[src/rtl/uart_tx_cfg_pkg.sv]
// Shared types and helpers for the runtime-configurable UART transmitter.
// Optional break support is enabled by defining UART_TX_BREAK_EN.
package uart_tx_cfg_pkg;

    typedef enum logic [2:0] {
        IDLE   = 3'd0,
        START  = 3'd1,
        DATA   = 3'd2,
        PARITY = 3'd3,
        STOP   = 3'd4,
        BREAK  = 3'd5
    } tx_state_e;

    typedef enum logic [1:0] {
        PAR_NONE = 2'd0,
        PAR_EVEN = 2'd1,
        PAR_ODD  = 2'd2
    } parity_e;

    typedef enum logic [1:0] {
        STOP_1   = 2'd0,
        STOP_1P5 = 2'd1,
        STOP_2   = 2'd2
    } stop_e;

    // Raw cfg_parity code to parity mode; code 11 behaves as "none".
    function automatic parity_e decode_parity(logic [1:0] code);
        case (code)
            2'b01:   return PAR_EVEN;
            2'b10:   return PAR_ODD;
            default: return PAR_NONE;
        endcase
    endfunction

    // Raw cfg_stop code to stop length; codes 10 and 11 both mean two stop bits.
    function automatic stop_e decode_stop(logic [1:0] code);
        case (code)
            2'b00:   return STOP_1;
            2'b01:   return STOP_1P5;
            default: return STOP_2;
        endcase
    endfunction

    // Number of s_tick periods the stop phase lasts.
    function automatic int stop_ticks(stop_e stop, int ovs);
        case (stop)
            STOP_1:   return ovs;
            STOP_1P5: return ovs + ovs / 2;
            default:  return 2 * ovs;
        endcase
    endfunction

endpackage

[src/rtl/uart_tx_cfg_if.sv]
// Byte handshake plus per-frame configuration between the TX FIFO and the transmitter.
interface uart_tx_cfg_if #(
    parameter int DBIT_MAX = 8
);
    localparam int DBW = $clog2(DBIT_MAX + 1);

    logic                tx_valid;
    logic                tx_ready;
    logic [DBIT_MAX-1:0] tx_din;
    logic [DBW-1:0]      cfg_dbits;
    logic [1:0]          cfg_parity;
    logic [1:0]          cfg_stop;

    modport master (
        output tx_valid,
        output tx_din,
        output cfg_dbits,
        output cfg_parity,
        output cfg_stop,
        input  tx_ready
    );

    modport slave (
        input  tx_valid,
        input  tx_din,
        input  cfg_dbits,
        input  cfg_parity,
        input  cfg_stop,
        output tx_ready
    );

endinterface

[src/rtl/uart_tx_par_gen.sv]
// Parity over the low dbits bits of a data word; odd=1 gives odd parity.
module uart_tx_par_gen #(
    parameter int DBIT_MAX = 8
) (
    input  logic [DBIT_MAX-1:0]            data,
    input  logic [$clog2(DBIT_MAX+1)-1:0]  dbits,
    input  logic                           odd,
    output logic                           parity
);

    logic [DBIT_MAX-1:0] mask;

    // Keep only the bit positions that are actually transmitted.
    generate
        for (genvar gi = 0; gi < DBIT_MAX; gi++) begin : g_mask
            assign mask[gi] = (int'(dbits) > gi);
        end
    endgenerate

    assign parity = (^(data & mask)) ^ odd;

endmodule

[src/rtl/uart_tx_cfg.sv]
// UART transmitter with per-frame data length, parity and stop length,
// paced by an external oversampling tick. Define UART_TX_BREAK_EN to add
// the tx_break input and the BREAK state.
module uart_tx_cfg
    import uart_tx_cfg_pkg::*;
#(
    parameter int OVS      = 16,
    parameter int DBIT_MAX = 8
) (
    input  logic         clk,
    input  logic         rst,
    input  logic         s_tick,
`ifdef UART_TX_BREAK_EN
    input  logic         tx_break,
`endif
    uart_tx_cfg_if.slave bus,
    output logic         tx,
    output logic         tx_done,
    output logic         tx_busy
);

    localparam int DBW = $clog2(DBIT_MAX + 1);
    localparam int SW  = $clog2(2 * OVS + 1);
    localparam int NW  = $clog2(DBIT_MAX);

    tx_state_e           state_reg;
    logic [SW-1:0]       s_cnt_reg;
    logic [NW-1:0]       n_cnt_reg;
    logic [DBIT_MAX-1:0] shift_reg;
    logic [DBW-1:0]      dbits_reg;
    parity_e             par_mode_reg;
    logic                par_bit_reg;
    logic [SW-1:0]       stop_len_reg;
    logic                tx_reg;
    logic                tx_done_reg;

    logic [DBW-1:0]      dbits_clamped;
    parity_e             par_mode_in;
    stop_e               stop_in;
    logic                par_bit_in;
    logic                tx_ready_int;
    logic                accept;
    logic                bit_end;
    logic                stop_end;
    logic                last_data_bit;
    logic                done_on_stop;

`ifdef UART_TX_BREAK_EN
    localparam int BRK_TICKS = OVS * (DBIT_MAX + 3);
    localparam int BRK_W     = $clog2(BRK_TICKS + 1);

    logic [BRK_W-1:0]    brk_cnt_reg;
    logic                brk_stop_reg;

    // A break request blocks new bytes while idle.
    assign tx_ready_int = (state_reg == IDLE) && !rst && !tx_break;
    // The stop period that closes a break is not a completed frame.
    assign done_on_stop = !brk_stop_reg;
`else
    assign tx_ready_int = (state_reg == IDLE) && !rst;
    assign done_on_stop = 1'b1;
`endif

    assign bus.tx_ready = tx_ready_int;
    assign accept       = bus.tx_valid && tx_ready_int;

    // Out-of-range lengths fall back to the widest frame.
    assign dbits_clamped = (bus.cfg_dbits < DBW'(5) || bus.cfg_dbits > DBW'(DBIT_MAX))
                         ? DBW'(DBIT_MAX) : bus.cfg_dbits;
    assign par_mode_in   = decode_parity(bus.cfg_parity);
    assign stop_in       = decode_stop(bus.cfg_stop);

    // Parity is computed once at acceptance from the unshifted byte.
    uart_tx_par_gen #(
        .DBIT_MAX (DBIT_MAX)
    ) u_par_gen (
        .data   (bus.tx_din),
        .dbits  (dbits_clamped),
        .odd    (par_mode_in == PAR_ODD),
        .parity (par_bit_in)
    );

    assign bit_end       = s_tick && (s_cnt_reg == SW'(OVS - 1));
    assign stop_end      = s_tick && (s_cnt_reg == stop_len_reg - SW'(1));
    assign last_data_bit = (DBW'(n_cnt_reg) == dbits_reg - DBW'(1));

    // Frame sequencer: state, bit/tick counters, shift register and registered line outputs.
    always_ff @(posedge clk) begin
        if (rst) begin
            state_reg    <= IDLE;
            s_cnt_reg    <= '0;
            n_cnt_reg    <= '0;
            shift_reg    <= '0;
            dbits_reg    <= '0;
            par_mode_reg <= PAR_NONE;
            par_bit_reg  <= 1'b0;
            stop_len_reg <= '0;
            tx_reg       <= 1'b1;
            tx_done_reg  <= 1'b0;
`ifdef UART_TX_BREAK_EN
            brk_cnt_reg  <= '0;
            brk_stop_reg <= 1'b0;
`endif
        end else begin
            tx_done_reg <= 1'b0;

            // Line level follows the state seen this cycle, one clock later.
            case (state_reg)
                START:   tx_reg <= 1'b0;
                DATA:    tx_reg <= shift_reg[0];
                PARITY:  tx_reg <= par_bit_reg;
                BREAK:   tx_reg <= 1'b0;
                default: tx_reg <= 1'b1;
            endcase

            case (state_reg)
                IDLE: begin
                    s_cnt_reg <= '0;
                    n_cnt_reg <= '0;
                    if (accept) begin
                        shift_reg    <= bus.tx_din;
                        dbits_reg    <= dbits_clamped;
                        par_mode_reg <= par_mode_in;
                        par_bit_reg  <= par_bit_in;
                        stop_len_reg <= SW'(stop_ticks(stop_in, OVS));
                        state_reg    <= START;
`ifdef UART_TX_BREAK_EN
                        brk_stop_reg <= 1'b0;
`endif
                    end
`ifdef UART_TX_BREAK_EN
                    else if (tx_break) begin
                        brk_cnt_reg <= '0;
                        state_reg   <= BREAK;
                    end
`endif
                end

                START: begin
                    if (bit_end) begin
                        s_cnt_reg <= '0;
                        n_cnt_reg <= '0;
                        state_reg <= DATA;
                    end else if (s_tick) begin
                        s_cnt_reg <= s_cnt_reg + SW'(1);
                    end
                end

                DATA: begin
                    if (bit_end) begin
                        s_cnt_reg <= '0;
                        shift_reg <= shift_reg >> 1;
                        if (last_data_bit) begin
                            n_cnt_reg <= '0;
                            state_reg <= (par_mode_reg == PAR_NONE) ? STOP : PARITY;
                        end else begin
                            n_cnt_reg <= n_cnt_reg + NW'(1);
                        end
                    end else if (s_tick) begin
                        s_cnt_reg <= s_cnt_reg + SW'(1);
                    end
                end

                PARITY: begin
                    if (bit_end) begin
                        s_cnt_reg <= '0;
                        state_reg <= STOP;
                    end else if (s_tick) begin
                        s_cnt_reg <= s_cnt_reg + SW'(1);
                    end
                end

                STOP: begin
                    if (stop_end) begin
                        s_cnt_reg   <= '0;
                        state_reg   <= IDLE;
                        tx_done_reg <= done_on_stop;
                    end else if (s_tick) begin
                        s_cnt_reg <= s_cnt_reg + SW'(1);
                    end
                end

`ifdef UART_TX_BREAK_EN
                BREAK: begin
                    if (s_tick && brk_cnt_reg != BRK_W'(BRK_TICKS)) begin
                        brk_cnt_reg <= brk_cnt_reg + BRK_W'(1);
                    end
                    if (brk_cnt_reg == BRK_W'(BRK_TICKS) && !tx_break) begin
                        s_cnt_reg    <= '0;
                        stop_len_reg <= SW'(OVS);
                        brk_stop_reg <= 1'b1;
                        state_reg    <= STOP;
                    end
                end
`endif

                default: begin
                    state_reg <= IDLE;
                end
            endcase
        end
    end

    assign tx      = tx_reg;
    assign tx_done = tx_done_reg;
    assign tx_busy = (state_reg != IDLE);

endmodule

[src/flat_wrapper.sv]
// flat-port wrapper written by rule: the top's interface ports become plain ports
module uart_tx_cfg_flat import uart_tx_cfg_pkg::*;
#(
    parameter int OVS      = 16,
    parameter int DBIT_MAX = 8
)
  (clk, rst, s_tick, tx, tx_done, tx_busy, bus_tx_valid, bus_tx_din, bus_cfg_dbits, bus_cfg_parity, bus_cfg_stop, bus_tx_ready);
  uart_tx_cfg_if #(.DBIT_MAX(DBIT_MAX)) bus_i ();
  input  logic clk;
  input  logic rst;
  input  logic s_tick;
  output logic tx;
  output logic tx_done;
  output logic tx_busy;
  input wire logic [$bits(bus_i.tx_valid)-1:0] bus_tx_valid;
  input wire logic [$bits(bus_i.tx_din)-1:0] bus_tx_din;
  input wire logic [$bits(bus_i.cfg_dbits)-1:0] bus_cfg_dbits;
  input wire logic [$bits(bus_i.cfg_parity)-1:0] bus_cfg_parity;
  input wire logic [$bits(bus_i.cfg_stop)-1:0] bus_cfg_stop;
  output wire logic [$bits(bus_i.tx_ready)-1:0] bus_tx_ready;
  assign bus_i.tx_valid = bus_tx_valid;
  assign bus_i.tx_din = bus_tx_din;
  assign bus_i.cfg_dbits = bus_cfg_dbits;
  assign bus_i.cfg_parity = bus_cfg_parity;
  assign bus_i.cfg_stop = bus_cfg_stop;
  assign bus_tx_ready = bus_i.tx_ready;
  uart_tx_cfg #(.OVS(OVS), .DBIT_MAX(DBIT_MAX)) u_core (.clk(clk), .rst(rst), .s_tick(s_tick), .bus(bus_i), .tx(tx), .tx_done(tx_done), .tx_busy(tx_busy));
endmodule
[config.mk]
export PLATFORM = sky130hd
export DESIGN_NAME = uart_tx_cfg_flat
export DESIGN_NICKNAME = d
export VERILOG_FILES = /design/src/rtl/uart_tx_cfg_pkg.sv /design/src/rtl/uart_tx_cfg_if.sv /design/src/rtl/uart_tx_par_gen.sv /design/src/rtl/uart_tx_cfg.sv /design/src/flat_wrapper.sv
export SDC_FILE = /design/constraint.sdc
export NUM_CORES = 1
export LEC_CHECK = 0
export CAP_MARGIN = 20
export CORE_MARGIN = 2
export CORE_UTILIZATION = 55
export DETAILED_ROUTE_END_ITERATION = 10
export PLACE_DENSITY = 0.8
export SYNTH_ARGS = -nofsm -noshare
export SYNTH_HDL_FRONTEND = slang
export SYNTH_HIERARCHICAL = 1
export SYNTH_SLANG_ARGS = --single-unit
[constraint.sdc]
create_clock -name clk -period 2.6 [get_ports clk]
set_input_delay 0.52 -clock clk [delete_from_list [all_inputs] [get_ports clk]]
set_output_delay 0.52 -clock clk [all_outputs]
set_load 0.01 [all_outputs]
==> results.txt <==
Detailed placement ended at an HPWL of 2800 um. The number of cell rows came out at 21. The maximum number of buffers from clock root to sink is 2. The worst reg2reg path depth is 7.

The number of DRC markers in iteration 0 came out at 147. For this run, the leading register cell type out of synthesis is dfxtp_1. Across every metal layer, demand over resource in global routing totals 22.2%. The worst max-slew margin expressed relative to the limit came out at 67.2%. The first TritonRoute pass finished after 4 iterations. The worst ir drop on vdd is 306 uV. The destination of the worst hold path is u_core/stop_len_reg[5]. The clock slew seen by the registers of the worst setup and hold paths came out at 0.09 ns.

The post-synthesis cell count is 234. The first-pass GRT wire length is 6240 um. The actual slew at the worst max-slew pin came out at 0.491 ns. Summing every instance area after synthesis gives 0.00184 mm^2. Entering global routing, the biggest net connects 16 pins.

The finished layout cell area came out at 0.00218 mm^2. The cell type of the slowest stage on the worst timing path is clkdlybuf4s50_1. The overall die area came out at 0.00383 mm^2.

The initial core utilization came out at 56.1%. The top-level I/O count is 24. The x dimension of the die is 61.9 um. For this run, design rule violations remaining after detail routing come to 0. The final-layout worst hold slack came out at 0.466 ns. The share of the clock period used by the worst path came out at 92.9%. For this run, the post-layout net count is 282. In the routed layout, each cell is associated on average with a via count of 5.65.

Clock tree synthesis found a total of 32 sinks. The aggregate negative setup slack came out at 0 ns. In this run the critical register-to-register path is launched from u_core/stop_len_reg[3].

The register-to-register path setup slack came out at 0.62 ns. The layout-stage area growth over the synthesis result came out at 18.3%. The cts-stage hold buffer count is 0. The analysis attributes to cell leakage a power of 0.829 nW.

In this run the remaining antenna-violating nets after routing total 0. Traced cell by cell, the critical path runs through or2_2, nor2_1, inv_1, clkdlybuf4s50_1. Each instance of the synthesized netlist takes up on average 7.87 um^2. For the worst setup path, the data required time is 2.08 ns. The worst hold path begins at u_core/stop_len_reg[5]. The total congestion overflow after global routing came out at 0.

The worst hold path was traced through 2 stages. The post-cts sizing count is 0. The largest single stage delay on the critical path is 0.47 ns. The worst hold path class is flop to flop. The average detailed-routed wire length per instance is 12.7 um.

In the final layout, the share of cells above drive strength 1 is 8.11%. TritonCTS built the clock tree. Data arrives at the worst endpoint at 1.90 ns. The worst setup path is captured at a primary output.

The critical path is of the flop to primary output type. The y dimension of the die came out at 61.9 um. Counting every net in the synthesized netlist gives 258. Timing would allow up to 414 MHz.

The via count of the first global-routing pass is 1413. The post-synthesis async set-or-reset flop share is 0%. The number of pins with negative max-slew slack in the final report is 0. The worst reg2reg path endpoint is u_core/s_cnt_reg[1].

The placeable core area came out at 0.00328 mm^2. In this run, distinct cell masters in the synthesized netlist total 52. The flow ran to the end, and the final reports show no timing, DRC or antenna violations. Summed over all layers, the routed wires come to 3880 um.

The number of enable flip-flop cells after synthesis came out at 0. The number of setup violations in the final report came out at 0. The count of synthesis-stage warnings from yosys is 6.

The number of buffers added by the clock tree synthesis step is 5. The total cell area at the placement stage is 0.00212 mm^2. The largest driver fanout on the critical path came out at 11. The critical path contains buffers and inverters numbering 2 combined. The global placer's final weighted congestion is 0.817. On the critical path the largest part of the delay comes from simple AND/OR/NAND/NOR gates. Setup repair after global routing left no endpoint under its margin.

The worst path needs 2.42 ns of the cycle, external delays included. The fraction of the core area covered by cells at the end of the flow is 66.3%. The initial antenna violation count was 0. The part of the Yosys area used for sequential elements came out at 34.8%.

The synthesized design contains 32 register bits. Detailed routing inserted a total of 1724 vias. Clock tree synthesis selected as its root buffer the cell clkbuf_4. The number of antenna diodes in the final layout is 0. The power density over cell area came out at 563 mW/mm^2. The level count of the clock H-tree came out at 2. The number of flip-flops in the largest register is 8. The count of buffers added by post-CTS timing repair for setup came out at 0. Clock skew on the completed layout was measured at 0.00421 ns. The count of buffers added on input and output ports is 23. The clock latency of the later-clocked register in the worst-skew pair is 0.33 ns.

The number of max-capacitance violations reported came out at 0. The overall power consumption is 1.23 mW. The final hold violation count came out at 0.

STA classifies the critical path startpoint as a flop.
logic make-up (layout without fill, tap and decap cells):
logic type / count (synthesis) / after routing / synth area share (%)
buffers and inverters: 24 / 49 / 5.43
multiplexers: 2 / 2 / 1.09
AO/OA/AOI/OAI: 57 / 57 / 22.1
XOR/XNOR: 12 / 12 / 7.27
flip-flops: 32 / 32 / 34.8
adder cells (fa/ha/maj): 4 / 4 / 2.72
AND/OR/NAND/NOR: 103 / 103 / 26.6
power by group:
group	leakage, nW	internal (mW)	switching (mW)
registers	0.261	0.535	0.0365
logic	0.536	0.162	0.194
clock network	0.0326	0.133	0.165
total	0.829	0.831	0.396
metal layers:
metal	global-route usage, %	share of wire [%]
met4	8.21	1.5
met5	0	0
met3	6.00	5.2
met2	37.6	48
met1	26.8	45
cell usage after synthesis (4+ instances only):
cell type,number,area (um^2)
nand2_1,35,131
dfxtp_1,32,641
nor2_1,29,109
a21oi_1,13,65.1
inv_1,12,45.0
o21ai_0,12,60.1
nand3_1,11,55.1
a311oi_1,8,70.1
clkbuf_1,8,30.0
xnor2_1,6,52.6
ha_1,4,50.1
xor2_1,4,35.0
tightest hold or removal path, cell delays in order, from the launching register on:
cell	delay, ns
dfxtp_1	0.32
nand2_1	0.05
a21oi_1	0.05
cell type report:
type,count,area (um^2)
Sequential cell,32,641
Multi-Input combinational cell,178,1100
Timing Repair Buffer,29,275
Inverter,12,45.0
Fill cell,288,1110
Tap cell,46,57.6
Clock buffer,8,58.8
worst max-delay path by stage:
stage                     slack [ns]  cells after the start            endpoint           startpoint
final                           0.18                      4             tx_busy  u_core/state_reg[1]
after global routing            0.08                      4             tx_busy  u_core/state_reg[1]
after CTS                       0.16                      4             tx_busy  u_core/state_reg[1]
after detailed placement       -0.06                     10  u_core/par_bit_reg     bus_cfg_dbits[2]
after global placement          0.05                     10  u_core/par_bit_reg     bus_cfg_dbits[2]
after floorplan                 0.43                      8  u_core/par_bit_reg     bus_cfg_dbits[0]
cells in the final DEF (no fill, tap or decap), types with 2 or more instances in the layout:
master,instances
clkbuf_4,5
a32oi_1,2
xnor2_1,6
clkdlybuf4s50_1,23
inv_1,12
nor2b_1,3
clkbuf_1,2
dfxtp_1,32
nand3_1,11
nand4_1,3
nand2_1,35
a21o_1,3
a31oi_1,2
xor2_1,4
ha_1,4
o211ai_1,2
a32o_1,3
or2_2,3
o21ai_0,12
nor2_1,29
a311oi_1,8
nand3b_1,3
buf_4,6
and3_1,3
mux2i_1,2
a21oi_1,13
nor3_1,3
metrics by stage:
stage / worst slack [ns] / instances
6_report: 0.185 / 305
5_1_grt: 0.0801 / 305
4_1_cts: 0.162 / 305
3_5_place_dp: -0.0611 / 297
3_3_place_gp: 0.0517 / 297
2_1_floorplan: 0.434 / 234
No activity file was read; power rests on OpenSTA's default activity.
